[config.mk]
export PLATFORM = sky130hd
export DESIGN_NAME = seq
export DESIGN_NICKNAME = d
export VERILOG_FILES = /design/src/rtl/seq.sv
export SDC_FILE = /design/constraint.sdc
export NUM_CORES = 1
export LEC_CHECK = 0
export ABC_CLOCK_PERIOD_IN_PS = 2500
export CAP_MARGIN = 10
export CORE_AREA = 2 2 39 41
export DETAILED_ROUTE_END_ITERATION = 10
export DIE_AREA = 0 0 41 43
export PLACE_DENSITY_LB_ADDON = 0.2
export SLEW_MARGIN = 20
export SYNTH_ARGS = -nofsm -noshare
export SYNTH_HDL_FRONTEND = slang
export SYNTH_SLANG_ARGS = --single-unit
export TNS_END_PERCENT = 30
[constraint.sdc]
create_clock -name clk -period 2.5 [get_ports clk]
set_clock_uncertainty 0.1 [all_clocks]
set_input_delay 0.75 -clock clk [delete_from_list [all_inputs] [get_ports clk]]
set_output_delay 0.75 -clock clk [all_outputs]
set_load 0.01 [all_outputs]
[src/rtl/seq.sv]
// rtl/seq.sv - serial detector flagging every overlapping "110" or "1101" on din
module seq (
  input  logic clk,
  input  logic rst,
  input  logic din,
  output logic dout
);

  // Each state is the longest pattern prefix that is also a suffix of the bits seen so far.
  // The two match states double as the pulse sources for dout.
  typedef enum logic [2:0] {
    S_IDLE = 3'd0,
    S_1    = 3'd1,
    S_11   = 3'd2,
    S_110  = 3'd3,
    S_1101 = 3'd4
  } state_e;

  state_e state_q, state_d;
  logic   dout_q,  dout_d;

  // Next-state table; dout_d decodes the state being entered so dout is a plain flop.
  always_comb begin
    state_d = S_IDLE;
    dout_d  = 1'b0;
    unique case (state_q)
      S_IDLE: state_d = din ? S_1    : S_IDLE;
      S_1:    state_d = din ? S_11   : S_IDLE;
      S_11:   state_d = din ? S_11   : S_110;
      S_110:  state_d = din ? S_1101 : S_IDLE;
      S_1101: state_d = din ? S_11   : S_IDLE;
      // Unused encodings drop back to idle with no output.
      default: state_d = S_IDLE;
    endcase
    dout_d = (state_d == S_110) || (state_d == S_1101);
  end

  // State and output registers; reset wins over any bit arriving in the same cycle.
  always_ff @(posedge clk) begin
    if (rst) begin
      state_q <= S_IDLE;
      dout_q  <= 1'b0;
    end else begin
      state_q <= state_d;
      dout_q  <= dout_d;
    end
  end

  assign dout = dout_q;

endmodule

# After elaboration in Yosys (flattened, before gate mapping)
# Index checks and enable logic that the tools add are counted.
# Widths: inputs -> output; s select.
classes:
  addsub: 0
  n_mul: 0
  div_mod_pow: 0
  order_cmp: 0
  n_eq_ne: 6
  shift: 0
  muxes: 5
  bitwise: 0
  reduce_logical: 3
op_table:
  columns: ["op", "count"]
  rows:
  - ["$pmux 3 s4", 1]
  - ["$eq 3x2->1 const B", 3]
  - ["$eq 3x3->1 const B", 2]
  - ["$eq 3x1->1 const B", 1]
  - ["$logic_not 3->1", 1]
  - ["$mux 3", 1]
  - ["$mux 1", 2]
  - ["$mux 2", 1]
  - ["$reduce_or 2->1", 1]
  - ["$logic_or 1x1->1", 1]
word_totals:
  register_bits: 4
  latchBits: 0
  mem_bits_rw: 0
  rom_bits: 0
  input_bits: 3
  memories: 0

# Longest topological paths before layout
depth:
  ltp_word: 5
  mapped_depth: 2
  depth_no_buf: 2

# Worst setup path after synthesis
# Ideal clock, no wire load.
synth_timing:
  path_kind: "input to register"
  startpoint: "input rst"
  endpoint: "register state_q[1]"
  setup_time_ns: 0.101
  t_arrival_ns: 1.261
  slack_ns: 1.038
  path_stages: 2
  n_path_buf: 0
  cell_sequence: "or4b_1 o41ai_1"
synth_rtl:
  columns: ["item", "line", "rtl"]
  rows:
  - ["start: declaration", "4", "input logic rst,"]
  - ["end signal: assignment", "44", "state_q <= state_d;"]
  - ["end: declaration", "19", "state_e state_q, state_d;"]

# Final worst setup path
layout_timing:
  startpoint: "register dout_q (netlist: dout)"
  endpoint: "output dout"
layout_rtl:
  columns: ["item", "line", "rtl"]
  rows:
  - ["start: declaration", "20", "logic dout_q, dout_d;"]
  - ["start signal: assignment", "45", "dout_q <= dout_d;"]
  - ["end: declaration", "6", "output logic dout"]
# No word-level cell between the ends.

==> results.py <==
metrics = {
    "grt": {
        "globalRoute.totalOverflow": 0,
        "grt_pass1_wl_um": 483,
        "grt_max_degree": 6,
        "grt_pass1_vias": 135,
        "grt_usage_pct": 5.41,
        "grt_antenna_before_repair": 0,
    },
    "drt": {
        "route.vias.total": 134,
        "wl_per_cell_um": 8.22,
        "ant_nets": 0,
        "via_per_inst": 3.72,
        "first_iter_violations": 2,
        "dr.pass1.iters": 3,
        "drc": 0,
        "wl_um": 296,
    },
    "placement": {
        "placed_cell_area_sq_um": 205,
        "portBuffers": 3,
        "post-place-ws_ns": 0.538,
        "gp_congestion": 0.475,
    },
    "yosys": {
        "synth.distinct_cells": 9,
        "synth-seq-cells": 4,
        "netlist_instances": 14,
        "synth_seq_area_share_pct": 51.6,
        "syn-cell-area_sq_um": 155,
        "synth.net_count": 17,
        "ys_warn_count": 0,
        "avgSynthCellArea_sq_um": 11.1,
    },
    "sta": {
        "report.final.setup_viol": 0,
        "period_needed_ns": 1.90,
        "fin_crit_sh_pct": 76.0,
        "hold_viol": 0,
        "max_freq_mhz": 526,
        "fin_tns_setup_ns": 0,
        "worst_slack_ns": 0.599,
        "rsz0062_at_grt": "false",
        "tightest_slew_ns": 0.264,
        "max_slew_margin_pct": 82.2,
        "finalMaxSlewViolations": 0,
    },
    "run_status": {
        "status": "finished, final reports clean",
    },
    "worst_setup_path": {
        "slowest_stage": "clkdlybuf4s50_1",
        "rr_startpoint": "state_q[0]$_SDFF_PP0_",
        "path_max_fanout": 1,
        "startpoint_type": "flip-flop",
        "critPathTopFamily": "buffers and inverters",
        "cp_data_required_time_ns": 1.65,
        "endpoint_kind": "output port",
        "startpoint": "dout$_SDFF_PP0_",
        "r2r-end": "state_q[1]$_SDFF_PP0_",
        "r2r_slack_ns": 1.35,
        "crit_buf_inv": 1,
        "worstRegToRegCells": 2,
        "crit_arrival_ns": 1.05,
        "worst_path_largest_cell_delay_ns": 0.52,
        "path_cells": "clkdlybuf4s50_1",
        "crit_type": "flip-flop to output port",
    },
    "cts": {
        "clkTransAtPathRegs_ns": 0.04,
        "post_cts_resized": 0,
        "cts_sinks": 4,
        "cts_tree": "yes",
        "clk_latency_ns": 0.24,
        "cts_root_buf": "clkbuf_4",
        "post_cts_buffers": 0,
        "htree_levels": 1,
        "hold_buffers": 0,
        "cts-buffers-inserted": 3,
        "clk_path_buf_depth": 2,
    },
    "flow_run": {
        "maxCapViolCount": 0,
    },
    "final_layout": {
        "fin_area_sq_um": 228,
        "fin_util_pct": 16.5,
        "num_antenna_cells": 0,
        "final_layout_size_suffix_gt1_share_pct": 20.0,
        "fillers": 157,
        "final_nets": 25,
        "area_growth_pct": 46.8,
    },
    "power": {
        "power.leakage_nw": 0.0835,
        "finalPower_uw": 166,
        "p_per_area_mw_per_mm2": 729,
        "ir_drop_mv": 0.0686,
    },
    "floorplan": {
        "die-area_sq_mm": 0.00176,
        "core_sq_mm": 0.00138,
        "die_w_um": 41,
        "io_pins": 4,
        "die_h_um": 43,
        "start_util_pct": 11.2,
        "rows": 14,
    },
    "min_path": {
        "hold_depth": 1,
        "min-delay-start": "state_q[2]$_SDFF_PP0_",
        "hold_class": "flip-flop to flip-flop",
        "min_to": "state_q[0]$_SDFF_PP0_",
    },
}
-- cell usage in the layout (no fill, tap or decap) --
| master | synthesis | layout |
|---|---|---|
| dfxtp_1 | 4 | 4 |
| nor2_1 | 1 | 1 |
| and3_1 | 1 | 1 |
| nor4_1 | 1 | 1 |
| and4_2 | 1 | 1 |
| inv_1 | 1 | 1 |
| xnor2_1 | 3 | 3 |
| or4b_1 | 1 | 1 |
| clkbuf_4 | 0 | 3 |
| o41ai_1 | 1 | 1 |
| clkdlybuf4s50_1 | 0 | 3 |
-- Yosys cell counts (all sizes together) --
master / number / area, sq um
o41ai: 1 / 8.76
inv: 1 / 3.75
nor4: 1 / 6.26
and3: 1 / 6.26
nor2: 1 / 3.75
or4b: 1 / 10.0
and4: 1 / 10.0
dfxtp: 4 / 80.1
xnor2: 3 / 26.3
-- cell families after synthesis --
logic type | synth area share [%]
and+or+nand+nor | 23.4
DFF | 51.6
xor gates and xnor gates | 16.9
AOI/OAI and AO/OA | 5.65
buffers and inverters | 2.42
-- flip-flops by register name, indices dropped and copies added, names as in the netlist --
signal,count
dout,1
state_q,3
-- metrics by stage --
step	hold WS, ns	std cells
final	0.402	36
after global routing	0.445	36
after detailed placement	0.401	33
after global placement	0.388	33
after floorplan	0.357	14
after CTS	0.400	36
-- per-layer routing --
layer	part of all wire (%)	track usage, %	vias to the layer above
li1	-	-	63
met1	27	2.55	62
met2	56	6.88	5
met3	5.1	1.57	4
met4	11	14.0	0
met5	0	0	-
-- report_power, final --
group	internal (mW)	switching [mW]	leakage, nW
logic	0.00868	0.00464	0.0371
clock network	0.0538	0.0280	0.0138
registers	0.0673	0.00362	0.0326
total	0.130	0.0363	0.0835
-- how the worst max path moves through the flow --
stage,endpoint,slack (ns),cells past startpoint
6_report,dout,0.60,1
3_3_place_gp,state_q[1]$_SDFF_PP0_,0.55,3
4_1_cts,dout,0.59,1
2_1_floorplan,state_q[1]$_SDFF_PP0_,1.04,2
3_5_place_dp,state_q[1]$_SDFF_PP0_,0.54,3
5_1_grt,dout,0.55,1
-- cell type report --
class	instances	area, sq um	area share (%)
timing repair buffer	3	30.0	13.2
inverter	1	3.75	1.65
clock buffer	3	22.5	9.89
multi-input combinational	9	71.3	31.3
sequential	4	80.1	35.2
tap	16	20.0	8.79
(Power assumes the default switching activity.)
==> patch, RTL diff (same flow settings) <==
Re-encode `state_e` (5 states) as Gray code, 3 bits wide.
--- a/src/rtl/seq.sv
+++ b/src/rtl/seq.sv
@@ -11,7 +11,7 @@
   typedef enum logic [2:0] {
-    S_IDLE = 3'd0,
-    S_1    = 3'd1,
-    S_11   = 3'd2,
-    S_110  = 3'd3,
-    S_1101 = 3'd4
+    S_IDLE = 3'b000,
+    S_1    = 3'b001,
+    S_11   = 3'b011,
+    S_110  = 3'b010,
+    S_1101 = 3'b110
   } state_e;
Check against the original RTL: no difference found for any inputs over 10 cycles, from zero or initial values and one cycle with rst high; not proved beyond that.
==> patch against the original RTL <==
  * Synthesized cell count grew 14%
  * Final area grew 0.55%
  * Non-clock buffer count is the same
  * Wire length grew 3.4%
  * Synthesized area grew 0.81%
  * Sequential cell count is the same
  * Setup slack lost 17 ps
  * Power shrank 1.7%
  * Utilization grew 0.090 points
  * Highest routed layer unchanged
==> patch: results (changes against the original RTL) <==
Most instantiated cells after synthesis = 4 x dfxtp_1, 2 x inv_1, 2 x xnor2_1
Hold Crit Class = reg -> reg
Tot GR Track Use = 5.62% (+0.21 points)
Arrival time worst endpoint = 1070 ps (+20 ps)
First-pass GRT wire length = 531 um (+9.9%)
Total CTS buffers = 3 (unchanged)
Count of cell types in the netlist = 11 (+2)
Fin nets = 27 (+8.0%)
Mapped Nets = 19 (+2)
Largest register FFs = 3 (unchanged)
CTS clk-pin slew, worst paths = 40 ps (about the same)
Pleak = 0.0775 nW (-7.2%)
Top cells by area, synth = dfxtp_1 51%, xnor2_1 11%, nor3_2 6.4%
WHS Endpoint = dout
Seq/Total Area, Yosys = 51.2% (-0.41 points)
Reg-to-reg slack, setup = 1600 ps (+250 ps)
Dpl hpwl = 224 um
DRT iter0 DRCs = 1 (-1)
Seq pwr share = 41.9% (-0.8 points)
Vias in the first global route = 133 (-1.5%)
Status = completed
Worst hold start = state_q[1]
FF-to-FF Start = state_q[0]
Htree depth = 1 (unchanged)
Worst IR Drop VDD = 0.000304 V (+340%)
Largest register by flop count = state_q
WL/cell = 8.05 um (-2.1%)
CTS max path bufs = 2 (unchanged)
Placed inst area = 206 um^2 (+0.61%)
Layout cells sized above 1 = 22.7% (+2.7 points)
WL final = 306 um (+3.4%)
Clk root buf = clkbuf_4
Critical R2R Capture = state_q[1]
Least-Margin Pin Slew = 195 ps (-68.4 ps)
Switch share = 21.8% (-0.024 points)
Postcts setup bufs = 0 (unchanged)
Post-CTS Resized = 0 (unchanged)
Synth Area per Inst = 9.78 um^2 (-12%)
Initial antenna violation count = 0 (unchanged)
Antenna cells = 0 (unchanged)
CP Max Fanout = 1 (unchanged)
Vias = 130 (-3.0%)
Port Buf Inserts = 3 (unchanged)
Hold Crit Depth = 2 (+1)
Synth Warn # = 0 (unchanged)
FFs w/ async S/R, synth = 0% (unchanged)
Cells after DPL = 35 (+6.1%)
Crit path max-delay family = buffers and inverters
FF-to-FF path depth = 2 (unchanged)
Critical path's slowest cell = clkdlybuf4s50_1
Initial DRT Pass Iterations = 2 (-1)
Slowest stage delay, CP = 530 ps
Global placement routability congestion = 0.574 (+21%)
Filler Cell Count = 150 (-4.5%)
Clk_lat worst skew = 240 ps (about the same)
Largest net degree at the start of global routing = 6 (unchanged)
-- patch: cell types whose count changed in the layout (fill, tap and decap cells not counted), sizes merged --
cell | before | now
a21oi | 0 | 1
and3 | 1 | 0
and4 | 1 | 0
inv | 1 | 2
nand2 | 0 | 1
nand2b | 0 | 1
nor2b | 0 | 1
nor3 | 0 | 2
nor4 | 1 | 0
o32ai | 0 | 1
o41ai | 1 | 0
or4b | 1 | 0
xnor2 | 3 | 2
-- patch: cell type report --
cell class              instances  share of cell area (%)
well taps                      16                    8.74
multi-input cells              10                    30.1
flip-flops and latches          4                    35.0
inverters                       2                    3.28
clock buffers                   3                    9.84
repair buffers                  3                    13.1
-- patch: worst max path at each step --
stage | to | slack, ps | cells past startpoint | from
finish | dout | 580 | 1 | dout
global route | dout | 530 | 1 | dout
CTS | dout | 570 | 1 | dout
detailed placement | state_q[1] | 750 | 3 | rst
global placement | state_q[1] | 760 | 3 | rst
floorplan | state_q[1] | 1310 | 2 | rst
-- patch: logic make-up after synthesis --
group	share of synthesized area (%)
AO/OA/AOI/OAI	8.80
XOR/XNOR	11.2
buffers and inverters	4.80
flip-flops	51.2
AND/OR/NAND/NOR	24.0
-- patch: power groups by stage --
stage / registers (mW) / logic (mW) / clock network, mW
global route: 0.0685 / 0.0145 / 0.0914
floorplan: 0.0692 / 0.00725 / 0
detailed placement: 0.0694 / 0.0130 / 0
finish: 0.0684 / 0.0129 / 0.0819
CTS: 0.0684 / 0.0131 / 0.0843
global placement: 0.0692 / 0.0126 / 0
-- patch: metrics by stage --
| step | hold slack (ps) | worst slack (ps) | utilization (%) |
|---|---|---|---|
| final | 404 | 582 | 16.5 |
| after global routing | 437 | 529 | 16.5 |
| after detailed placement | 400 | 746 | 14.9 |
| after floorplan | 363 | 1310 | - |
| after CTS | 409 | 572 | 16.5 |
| after global placement | 395 | 756 | 14.9 |
-- patch: layer usage --
metal	share of wire [%]	vias up	track usage [%]
met5	0	-	0
met4	4.6	0	6.00
met3	19	4	7.85
met2	34	7	5.31
met1	42	54	4.81
li1	-	65	-
